--- src/rtl/spi_pkg.sv ---
// spi_pkg: shared SPI types, data width and character-length decode
package spi_pkg;
    localparam int SPI_DATA_W = 8;
    typedef enum logic [1:0] {IDLE, SHIFT, LOAD} rx_state_e;
    // char_len 3'b000 encodes a full 8-bit character
    function automatic logic [3:0] char_bits(input logic [2:0] char_len);
        return (char_len == 3'd0) ? 4'd8 : {1'b0, char_len};
    endfunction
endpackage

--- src/rtl/dff.sv ---
// dff: W-bit rising-edge register with async active-low reset to RESET_VALUE
// Ports: clk, rst_n, d -> q
module dff #(
    parameter int             W           = 1,
    parameter logic [W-1:0]   RESET_VALUE = '0
) (
    input  logic         clk,
    input  logic         rst_n,
    input  logic [W-1:0] d,
    output logic [W-1:0] q
);
    always_ff @(posedge clk or negedge rst_n)
        if (!rst_n) q <= RESET_VALUE;
        else        q <= d;
endmodule

--- src/rtl/miso_rx.sv ---
// miso_rx: SPI master receive path; samples MISO on sample_en into a 1-8 bit
// character and hands it to a holding register with valid/overrun flags.
// Ports: pclk/presetn; lsb, char_len config; transfer_start/abort control;
// sample_en + miso_pad_i serial input; rx_read ack; rx_data/rx_valid/
// rx_overrun holding register; busy while SHIFT or LOAD.
module miso_rx
    import spi_pkg::*;
#(
    parameter int                DATA_W     = SPI_DATA_W,
    parameter logic [DATA_W-1:0] RESET_DATA = '0
) (
    input  logic              pclk,
    input  logic              presetn,
    input  logic              lsb,
    input  logic [2:0]        char_len,
    input  logic              transfer_start,
    input  logic              transfer_abort,
    input  logic              sample_en,
    input  logic              miso_pad_i,
    input  logic              rx_read,
    output logic [DATA_W-1:0] rx_data,
    output logic              rx_valid,
    output logic              rx_overrun,
    output logic              busy
);
    logic [1:0]        state_q;
    rx_state_e         state, state_d;
    logic [2:0]        cnt, cnt_d, last_idx, idx;
    logic [DATA_W-1:0] shreg, shreg_d, data_d;
    logic              valid_d, ovr_d, last;

    assign state    = rx_state_e'(state_q);
    assign last_idx = 3'(char_bits(char_len) - 4'd1);
    assign last     = cnt == last_idx;
    assign idx      = lsb ? cnt : last_idx - cnt;
    assign busy     = state != IDLE;

    always_comb begin
        state_d = state;
        cnt_d   = cnt;
        shreg_d = shreg;
        data_d  = rx_data;
        valid_d = rx_read ? 1'b0 : rx_valid;
        ovr_d   = rx_read ? 1'b0 : rx_overrun;
        if (transfer_abort) begin
            state_d = IDLE;
            cnt_d   = '0;
        end else begin
            case (state)
                IDLE: if (transfer_start) begin
                    state_d = SHIFT;
                    cnt_d   = '0;
                    shreg_d = '0;
                end
                SHIFT: if (sample_en) begin
                    shreg_d[idx] = miso_pad_i;
                    state_d      = last ? LOAD : SHIFT;
                    cnt_d        = last ? cnt : cnt + 3'd1;
                end
                LOAD: begin
                    // a coincident rx_read loses to the load
                    data_d  = shreg;
                    valid_d = 1'b1;
                    ovr_d   = rx_overrun | (rx_valid & ~rx_read);
                    state_d = IDLE;
                end
                default: state_d = IDLE;
            endcase
        end
    end

    dff #(.W(2),      .RESET_VALUE(IDLE))       u_state (.clk(pclk), .rst_n(presetn), .d(state_d), .q(state_q));
    dff #(.W(3),      .RESET_VALUE(3'd0))       u_cnt   (.clk(pclk), .rst_n(presetn), .d(cnt_d),   .q(cnt));
    dff #(.W(DATA_W), .RESET_VALUE(RESET_DATA)) u_shreg (.clk(pclk), .rst_n(presetn), .d(shreg_d), .q(shreg));
    dff #(.W(DATA_W), .RESET_VALUE(RESET_DATA)) u_data  (.clk(pclk), .rst_n(presetn), .d(data_d),  .q(rx_data));
    dff #(.W(1),      .RESET_VALUE(1'b0))       u_valid (.clk(pclk), .rst_n(presetn), .d(valid_d), .q(rx_valid));
    dff #(.W(1),      .RESET_VALUE(1'b0))       u_ovr   (.clk(pclk), .rst_n(presetn), .d(ovr_d),   .q(rx_overrun));
endmodule

--- config.mk ---
export PLATFORM = sky130hd
export DESIGN_NAME = miso_rx
export DESIGN_NICKNAME = d
export VERILOG_FILES = /design/src/rtl/spi_pkg.sv /design/src/rtl/dff.sv /design/src/rtl/miso_rx.sv
export SDC_FILE = /design/constraint.sdc
export NUM_CORES = 1
export LEC_CHECK = 0
export CORE_UTILIZATION = 42
export DETAILED_ROUTE_END_ITERATION = 12
export PLACE_DENSITY = 0.68
export SLEW_MARGIN = 20
export SYNTH_ARGS = -nofsm -noshare
export SYNTH_HDL_FRONTEND = slang
export SYNTH_SLANG_ARGS = --single-unit
--- constraint.sdc ---
create_clock -name pclk -period 2.4 [get_ports pclk]
set_input_delay 0.24 -clock pclk [delete_from_list [all_inputs] [get_ports pclk]]
set_output_delay 0.24 -clock pclk [all_outputs]
set_load 0.03 [all_outputs]
Yosys cells after proc, flatten, opt, wreduce, memory -nomap -nowiden

Index checks and enable logic that the tools add are counted.

Bits in registers: 23
Output and inout port bits: 11
Logic and storage cells: 57

$add $sub $neg: 3
$lt $le $gt $ge: 2
Eq/ne operators: 8
Multiplexer cells: 24
Bitwise logic cells: 4
Reduce and logical (&&, ||, !) cells: 10

Operators with widths:

| kind                  | count |
|---|---|
| $mux W3               | 6 |
| $mux W8               | 2 |
| $pmux W8 S2           | 1 |
| $ne A3 B3 Y1 const B  | 3 |
| $bwmux W8             | 1 |
| $mux W2               | 4 |
| $reduce_and A4 Y1     | 2 |
| $mux W1               | 7 |
| $pmux W3 S2           | 1 |
| $lt A3 B4 Y1 const B  | 1 |
| $ne A2 B2 Y1 const B  | 2 |
| $pmux W2 S2           | 1 |
| $reduce_and A2 Y1     | 2 |
| $reduce_bool A2 Y1    | 2 |
| $add A3 B1 Y3 const B | 1 |
| $demux W1 S3          | 1 |
| $eq A3 B3 Y1          | 1 |
| $ge A3 B1 Y1 const B  | 1 |
| $logic_not A3 Y1      | 1 |
| $reduce_bool A3 Y1    | 1 |
| $sub A3 B1 Y3 const B | 1 |
| $sub A3 B3 Y3         | 1 |
| $eq A2 B1 Y1 const B  | 1 |
| $eq A2 B2 Y1 const B  | 1 |
| other kinds (5)       | 6 |

Logic depth before layout (Yosys ltp)

Gate-level depths: netlist of the first run.

Depth in word-level cells: 12
Mapped depth: 9

By module

A second synthesis of the first run with hierarchy kept.

Cells, all modules: 126
Area total of the unflattened synthesis: 1342.5 µm²

Modules (own cells, without submodules):

| module           | times used | cells each | area each (µm²) | sequential area each (µm²) |
|---|---|---|---|---|
| miso_rx          | 1          | 103        | 767.0           | 0.0 |
| dff (u_data ...) | 2          | 8          | 200.2           | 200.2 |
| dff (u_cnt)      | 1          | 3          | 75.1            | 75.1 |
| dff (u_ovr ...)  | 2          | 1          | 25.0            | 25.0 |
| dff (u_state)    | 1          | 2          | 50.0            | 50.0 |

Least setup slack after synthesis of the first run

Ideal clock, no wire load.

Path kind: input to register
Start: in char_len[0]
End: reg u_shreg.q[7]
Data arrival time: 2.181 ns
Data required time: 2.274 ns
Slack: 0.093 ns
Stages on the path: 9
Buffers on the path: 0
Cell sequence: inv_1 ha_1 a21oi_1 ha_1 fa_1 xnor3_1 nor3_2 o31ai_2 a221o_1

Word-level cells in the longest chain between the ends: 12
Elaborated cells on any way between the ends: 13
Classes of those cells: add/sub: 2; order compare: 2; mux: 7; reduce/logical: 2

Ends and longest elaborated chain:

| element                                                                   | RTL line      | text |
|---|---|---|
| start: declaration                                                        | miso_rx.sv:15 | `input logic [2:0] char_len,` |
| $logic_not A3 Y1                                                          | spi_pkg.sv:7  | `return (char_len == 3'd0) ? 4'd8 : {1'b0, char_len};` |
| $mux W3 *                                                                 | spi_pkg.sv:7  |  |
| $sub A3 B1 Y3 *                                                           | miso_rx.sv:33 | `assign last_idx = 3'(char_bits(char_len) - 4'd1);` |
| $sub A3 B3 Y3 *                                                           | miso_rx.sv:35 | `assign idx = lsb ? cnt : last_idx - cnt;` |
| $mux W3 *                                                                 | miso_rx.sv:35 |  |
| $lt A3 B4 Y1 (not written as such) / $ge A3 B1 Y1 (equally long branches) | miso_rx.sv:56 | `shreg_d[idx] = miso_pad_i;` |
| $logic_and A1 B1 Y1 (not written as such)                                 | miso_rx.sv:56 |  |
| $mux W1 (not written as such)                                             | miso_rx.sv:56 |  |
| $demux W1 S3 *                                                            | miso_rx.sv:56 |  |
| $bwmux W8 *                                                               | miso_rx.sv:56 |  |
| $mux W8 *                                                                 | miso_rx.sv:55 | `SHIFT: if (sample_en) begin` |
| $pmux W8 S2 *                                                             | miso_rx.sv:49 | `case (state)` |
| end signal: assignment                                                    | dff.sv:13     | `if (!rst_n) q <= RESET_VALUE;` |
| end signal: assignment                                                    | dff.sv:14     | `else q <= d;` |
| end: declaration                                                          | dff.sv:10     | `output logic [W-1:0] q` |

Every way passes the cells marked *; elsewhere a longest branch is shown, timed or not. The select of a mux whose other input is x is not followed.
A chain may end at the register's enable or synchronous reset.

Final worst setup path of the first run

Start: in char_len[0]
End: reg u_shreg.q[0]

The elaborated chain is that of the path after synthesis.

==> results.md, run 1 <==
- Register area share after synthesis: between 40% and 50%
- Distinct cell type count after synthesis: 37
- DRC: 0
- Skew final: 2.567 ps
- Antenna diodes: 0
- Worst EP arrival: 2560 ps
- Fmax: about 0.43 GHz
- Post-CTS setup repair buffer count: 0
- Fill cells: 242
- Die footprint: approximately 3300 um2
- Worst IR Drop VDD: ~300 uV
- Worst Setup Path Type: input pin to flop
- Vias per cell: 5.749
- Number of synthesized flops with an enable pin: 0
- Final net count: 170
- Synth area leaders: dfrtp_1 45%, mux2_2 7.0%, ha_1 4.9%, inv_1 3.5%, xnor3_1 3.5%
- CTS Buffer Depth: 2
- Die Ht: around 57 um
- CP Cell Sequence: clkdlybuf4s50_1, inv_2, ha_4, a21oi_1, ha_1, fa_2, xnor3_2, o21a_4, or2_4, o32ai_2
- H-tree Lvls: 1
- Total global-route track usage: 18.07%
- DPL Wire Length: around 2100 um
- Layout cells sized above 1: 30.26%
- Status: finished, final reports clean
- Min-delay worst type: input pin to asynchronous set/reset pin
- Top cell type's share of synthesized area: around 45%
- Cts hold-fix bufs: 0
- CP Capture Type: flop
- Critical path required time: about 2600 ps
- Post-route antenna net violation count: 0
- Pleak: 0.0008130 uW
- Final setup violation count: 0
- GR Overflow Total: 0
- Final WL: about 2800 um
- Core area: around 2800 um2
- Dominant synthesized flop cell: dfrtp_1
- Area Overhead vs Synth: 35.31%
- Average routed wire per standard cell: between 15 and 20 um
- Clock transition at the registers of the reported paths: 130 ps
- Pin count of the biggest net entering global routing: 24
- Vias in the first global route: around 1,000
- Final min period: ~2300 ps
- Initial core utilization: between 40% and 50%
- Power per Cell Area: roughly 500 nW/um2
- RR Startpoint: u_cnt.q[0]
- CTS Sinks: 23
- Row cnt: 19
- Delay-heaviest family, CP: adder cells
- Mapped cell area: between 1000 and 1500 um2
- Final Power: 872.2 uW
- Largest area contributor in the netlist: dfrtp_1
- RD Place Congestion: 0.7417
- CP max-delay cell: clkdlybuf4s50_1
- Max stage delay on crit path: a little over 400 ps
- FF-to-FF path depth: 6
- FF-to-FF End: u_shreg.q[0]
- Input/output buffers: 21
- DRT Pass-1 Iters: 4
- Number of synthesized register bits: 23
- Clk_lat worst skew: 310 ps
- 1st-iter DRT viols: 45
- Cts bufs inserted: 3
- Yosys Warn Count: 0
- Num ports: 22
- R2r setup slk: approximately 230 ps
- Final worst-path cycle share: between 90 and 100%
- First-pass GRT wire length: 4616 um
- Post-Syn Area per Cell: about 11 um2
- Final hold vios: 0
- Worst-path fanout max: 6
- CTS Root Cell: clkbuf_4
- Startpoint types: input pin
- Slew Limit Fails: 0
- Initial antenna violation count: 0
- Via count: 1,052
- Hold Slack: around 260 ps
- Syn_nets: 135
- Max Cap Violations: 0
- Worst-margin pin slew: around 500 ps
- Relative slew margins: approximately 66%
- Cells after Synth: about 120
- Die width: roughly 57 um
- Fin util: 61.52%
- CTS tree: built
- WP buf/inv: 2
- Asr flop ratio synth: 100.0%
- Total negative slack: 0 ps
[layout by cell type (no fill, tap or decap), types with 2 or more instances in the layout]
cell	synthesis	final
inv_2	0	2
nand2_1	8	8
mux2_2	8	8
a31oi_1	3	2
a21o_1	2	2
clkdlybuf4s50_1	0	21
nor4_4	0	2
nor4_1	5	3
clkbuf_4	0	3
nor2_1	3	3
inv_1	12	10
buf_4	0	13
nor3b_1	2	2
a221o_1	4	4
ha_1	5	4
dfrtp_1	23	23
o21ai_0	4	4
nand3_1	3	3
and3_1	5	5
o32ai_2	0	3
[synthesized netlist by cell type, types with 3 or more instances]
cell type and instances:
o21ai_0 4, clkbuf_1 4, nand2_1 8, and3_1 5
ha_1 5, a31oi_1 3, inv_1 12, nor4_1 5
dfrtp_1 23, mux2_2 8, nor2_1 3, o32ai_1 4
nand3_1 3, a221o_1 4
[how the worst max path moves through the flow]
stage / slack (ps) / to / cells past startpoint / start
after CTS: 20 / u_shreg.q[0] / 10 / char_len[0]
after global routing: -40 / u_shreg.q[0] / 10 / char_len[0]
final: 60 / u_shreg.q[0] / 10 / char_len[0]
after global placement: -410 / u_shreg.q[0] / 8 / char_len[0]
after detailed placement: -470 / u_shreg.q[6] / 10 / char_len[0]
after floorplan: 90 / u_shreg.q[7] / 9 / char_len[0]
[cells by family (layout without fill, tap and decap cells)]
family,Yosys count,count (layout),synth area share [%]
XOR/XNOR,2,2,3.502
AND/OR/NAND/NOR,36,36,16.34
AO/OA/AOI/OAI,26,26,16.54
buffers and inverters,16,50,4.669
multiplexers,9,9,7.782
flip-flops,23,23,44.75
adder cells (fa/ha/maj),6,6,6.420
[through the flow]
stage | instance area [um2] | setup WS, ps | std cells
6_report | 1740 | 64.69 | 183
5_1_grt | 1740 | -35.01 | 183
4_1_cts | 1652 | 15.67 | 183
3_5_place_dp | 1618 | -469.4 | 179
3_3_place_gp | 1618 | -412.9 | 179
2_1_floorplan | 1286 | 92.58 | 118
[registers in the layout, indices dropped and copies added (netlist names)]
register   cells
u_shreg.q      8
u_valid.q      1
u_cnt.q        3
u_ovr.q        1
u_data.q       8
u_state.q      2
[layout make-up]
type                       instances  area, um2  area share [%]
multi-input combinational         79      745.7           42.85
sequential                        23      575.6           33.07
timing repair buffer              34      307.8           17.69
inverter                          12      45.04           2.588
tap                               31      38.79           2.229
clock buffer                       3      22.52           1.294
clock inverter                     1      5.005          0.2876
[report_power, final]
group	internal [uW]	switching (uW)	total, uW	leakage [uW]
clock	62.4	119	181	0.0000177
combinational	119	113	231	0.000489
sequential	427	32.4	459	0.000306
[repair_timing]
item,in CTS,in global routing
resized for setup,1,16
setup endpoints to repair,8,7
pin swaps,1,3
hold endpoints to repair,0,0
[layer usage]
layer | global-route usage, % | vias to the layer above | wire length, um
met5 | 0 | - | 0
met4 | 7.666 | 0 | 39
met3 | 2.948 | 5 | 90
met2 | 30.07 | 24 | 1357
met1 | 23.34 | 516 | 1267
li1 | - | 507 | -
Note: power is estimated with default switching activity, not from simulation.
==> inputs of run 2 (changes only) <==
--- a/config.mk
+++ b/config.mk
@@ -5,6 +5,7 @@
 export SDC_FILE = /design/constraint.sdc
 export NUM_CORES = 1
 export LEC_CHECK = 0
+export CAP_MARGIN = 20
 export CORE_UTILIZATION = 42
 export DETAILED_ROUTE_END_ITERATION = 12
 export PLACE_DENSITY = 0.68
==> results of run 2 <==
Same layout as run 1: the final DEF is identical, and so are final timing and power.
==> inputs of run 3 (changes only) <==
--- a/config.mk
+++ b/config.mk
@@ -9,6 +9,7 @@
 export CORE_UTILIZATION = 42
 export DETAILED_ROUTE_END_ITERATION = 12
 export PLACE_DENSITY = 0.68
+export SETUP_SLACK_MARGIN = 0.15
 export SLEW_MARGIN = 20
 export SYNTH_ARGS = -nofsm -noshare
 export SYNTH_HDL_FRONTEND = slang
==> run 3 against run 2 <==
Against the previous run:
- worst setup slack gained 160 ps
- global-route usage grew 0.76 points
- fmax grew 7.4%
- wire length grew 1.0%
- critical endpoint is now u_shreg.q[3]
==> results.md, run 3 (synthesis results as in run 1) <==
- Status: finished, final reports clean
- Num ports: 22
- Internal Pwr Total: 612.7 uW
- Net Switching: between 200 and 300 uW
- Total negative slack: 0 ps
- Seq pwr share: a little over half
- Final hold vios: 0
- Dpl cell area: roughly 1600 um2
- Setup WS pre-CTS: -383.5 ps
- Pleak: 0.0008221 uW
- Worst EP arrival: about 2400 ps
- Worst IR Drop VDD: around 230 uV
- Clock network fraction of design power: between 20% and 30%
- Input/output buffers: 21
- Pin count of the biggest net entering global routing: 24
- Initial core utilization: approximately 45%
- Fin util: approximately 60%
- CTS Root Cell: clkbuf_4
- Die Ht: around 57 um
- Post-route antenna net violation count: 0
- Initial antenna violation count: 0
- RD Place Congestion: 0.7458
- 1st-iter DRT viols: 18
- Cts bufs inserted: 3
- Total global-route track usage: around a fifth
- Relative slew margins: about 51%
- Worst Setup Path Type: input pin to flop
- Vias per cell: about 5.7
- GR Overflow Total: 0
- DRC: 0
- Commonest non-fill, non-tap cell in the layout: dfrtp_1
- Final setup violation count: 0
- H-tree Lvls: 1
- Final net count: about 170
- Placed cells: 179
- Critical path required time: around 2600 ps
- Largest regs: u_data.q: 8 flops, u_shreg.q: 8 flops, u_cnt.q: 3 flops
- Slew Limit Fails: 0
- Vias in the first global route: 1,061
- Core area: between 2000 and 3000 um2
- Die footprint: around 3300 um2
- Skew final: ~1 ps
- Switching share of power: around 30%
- Die width: between 50 and 60 um
- DRT Pass-1 Iters: 4
- First-pass GRT wire length: 4712 um
- Final non-filler cell total: about 190
- Antenna diodes: 0
- Clk_lat worst skew: around 310 ps
- CTS tree: built
- RSZ-0062 raised after global routing: no
- Min-delay worst type: input pin to asynchronous set/reset pin
- Startpoint types: input pin
- Worst-margin pin slew: about 730 ps
- Layout cells sized above 1: 29.03%
- Most frequent cells in the layout: 23 x dfrtp_1, 19 x clkdlybuf4s50_1, 16 x buf_4, 10 x inv_1
- Fill cells: 228
- Row cnt: 19
- Design Area, Final: approximately 1700 um2
- CTS Sinks: 23
- Power per Cell Area: around 500 nW/um2
- CP Capture Type: flop
- Average routed wire per standard cell: around 15 um
- Area Overhead vs Synth: 34.05%
- Setup slack after layout: 226.1 ps
- Final worst-path cycle share: between 90% and 100%
- DPL Wire Length: 2034 um
- Clock transition at the registers of the reported paths: roughly 130 ps
- Combinational share of power: 26.7%
- Worst-path fanout max: 4
- CTS Buffer Depth: 2
- Final WL: between 2000 and 3000 um
- Max Cap Violations: 0
- Fmax: 0.4600 GHz
- Via count: between 1,000 and 1,500
- Final min period: between 2000 and 2500 ps
[run 3: timing repair]
action	CTS	global route
pin swaps	9	2
resized for setup	13	1
endpoints found under the setup margin	8	6
endpoints found under the hold margin	0	0
buffers inserted	3	0
hold buffers	0	0
[run 3: final timing paths]
check | from | end | slack, ps | depth (start not counted)
worst min register to register | u_data.q[7] | u_data.q[7] | 520 | 1
worst max-delay path | char_len[2] | u_shreg.q[3] | 230 | 12
worst max register to register | u_cnt.q[0] | u_shreg.q[3] | 270 | 9
min in group pclk | u_data.q[7] | u_data.q[7] | 520 | 1
worst min-delay path | presetn | u_data.q[7] | 270 | 2
max in group asynchronous | presetn | u_shreg.q[1] | 1910 | 2
[run 3: per-layer routing]
layer	global-route usage [%]	vias to the layer above	routed length (um)
met5	0	-	0
met4	9.756	0	108
met3	2.268	12	50
met2	31.56	24	1383
met1	23.83	516	1241
li1	-	517	-
[run 3: layout make-up]
class                           instances  area (um2)  area share [%]
Inverter                               12       45.04           2.612
Clock buffer                            3       22.52           1.306
Timing Repair Buffer                   37       327.8           19.01
Clock inverter                          1       5.005          0.2903
Tap cell                               31       38.79           2.250
Multi-Input combinational cell         79       709.4           41.15
Sequential cell                        23       575.6           33.38
[run 3: power groups by stage]
stage / Combinational [uW] / Clock (uW) / Sequential, uW
CTS: 230 / 184 / 459
detailed placement: 213 / 0 / 466
global route: 254 / 205 / 466
global placement: 207 / 0 / 462
finish: 233 / 178 / 460
floorplan: 115 / 0 / 469
[run 3: worst max-delay path, cell delays in order]
cell	delay, ps
clkdlybuf4s50_1	420
inv_1	70
a21oi_2	50
ha_2	180
fa_2	320
xnor3_1	250
buf_4	130
nor3_4	50
buf_4	160
buf_4	130
nor4_1	220
o32ai_1	130
[run 3: metrics by stage]
step	power (uW)	hold WS, ps
3_3_place_gp	669.0	478.8
4_1_cts	873.1	283.3
2_1_floorplan	584.0	-55.59
5_1_grt	924.5	281.2
6_report	871.4	268.4
3_5_place_dp	679.3	494.0
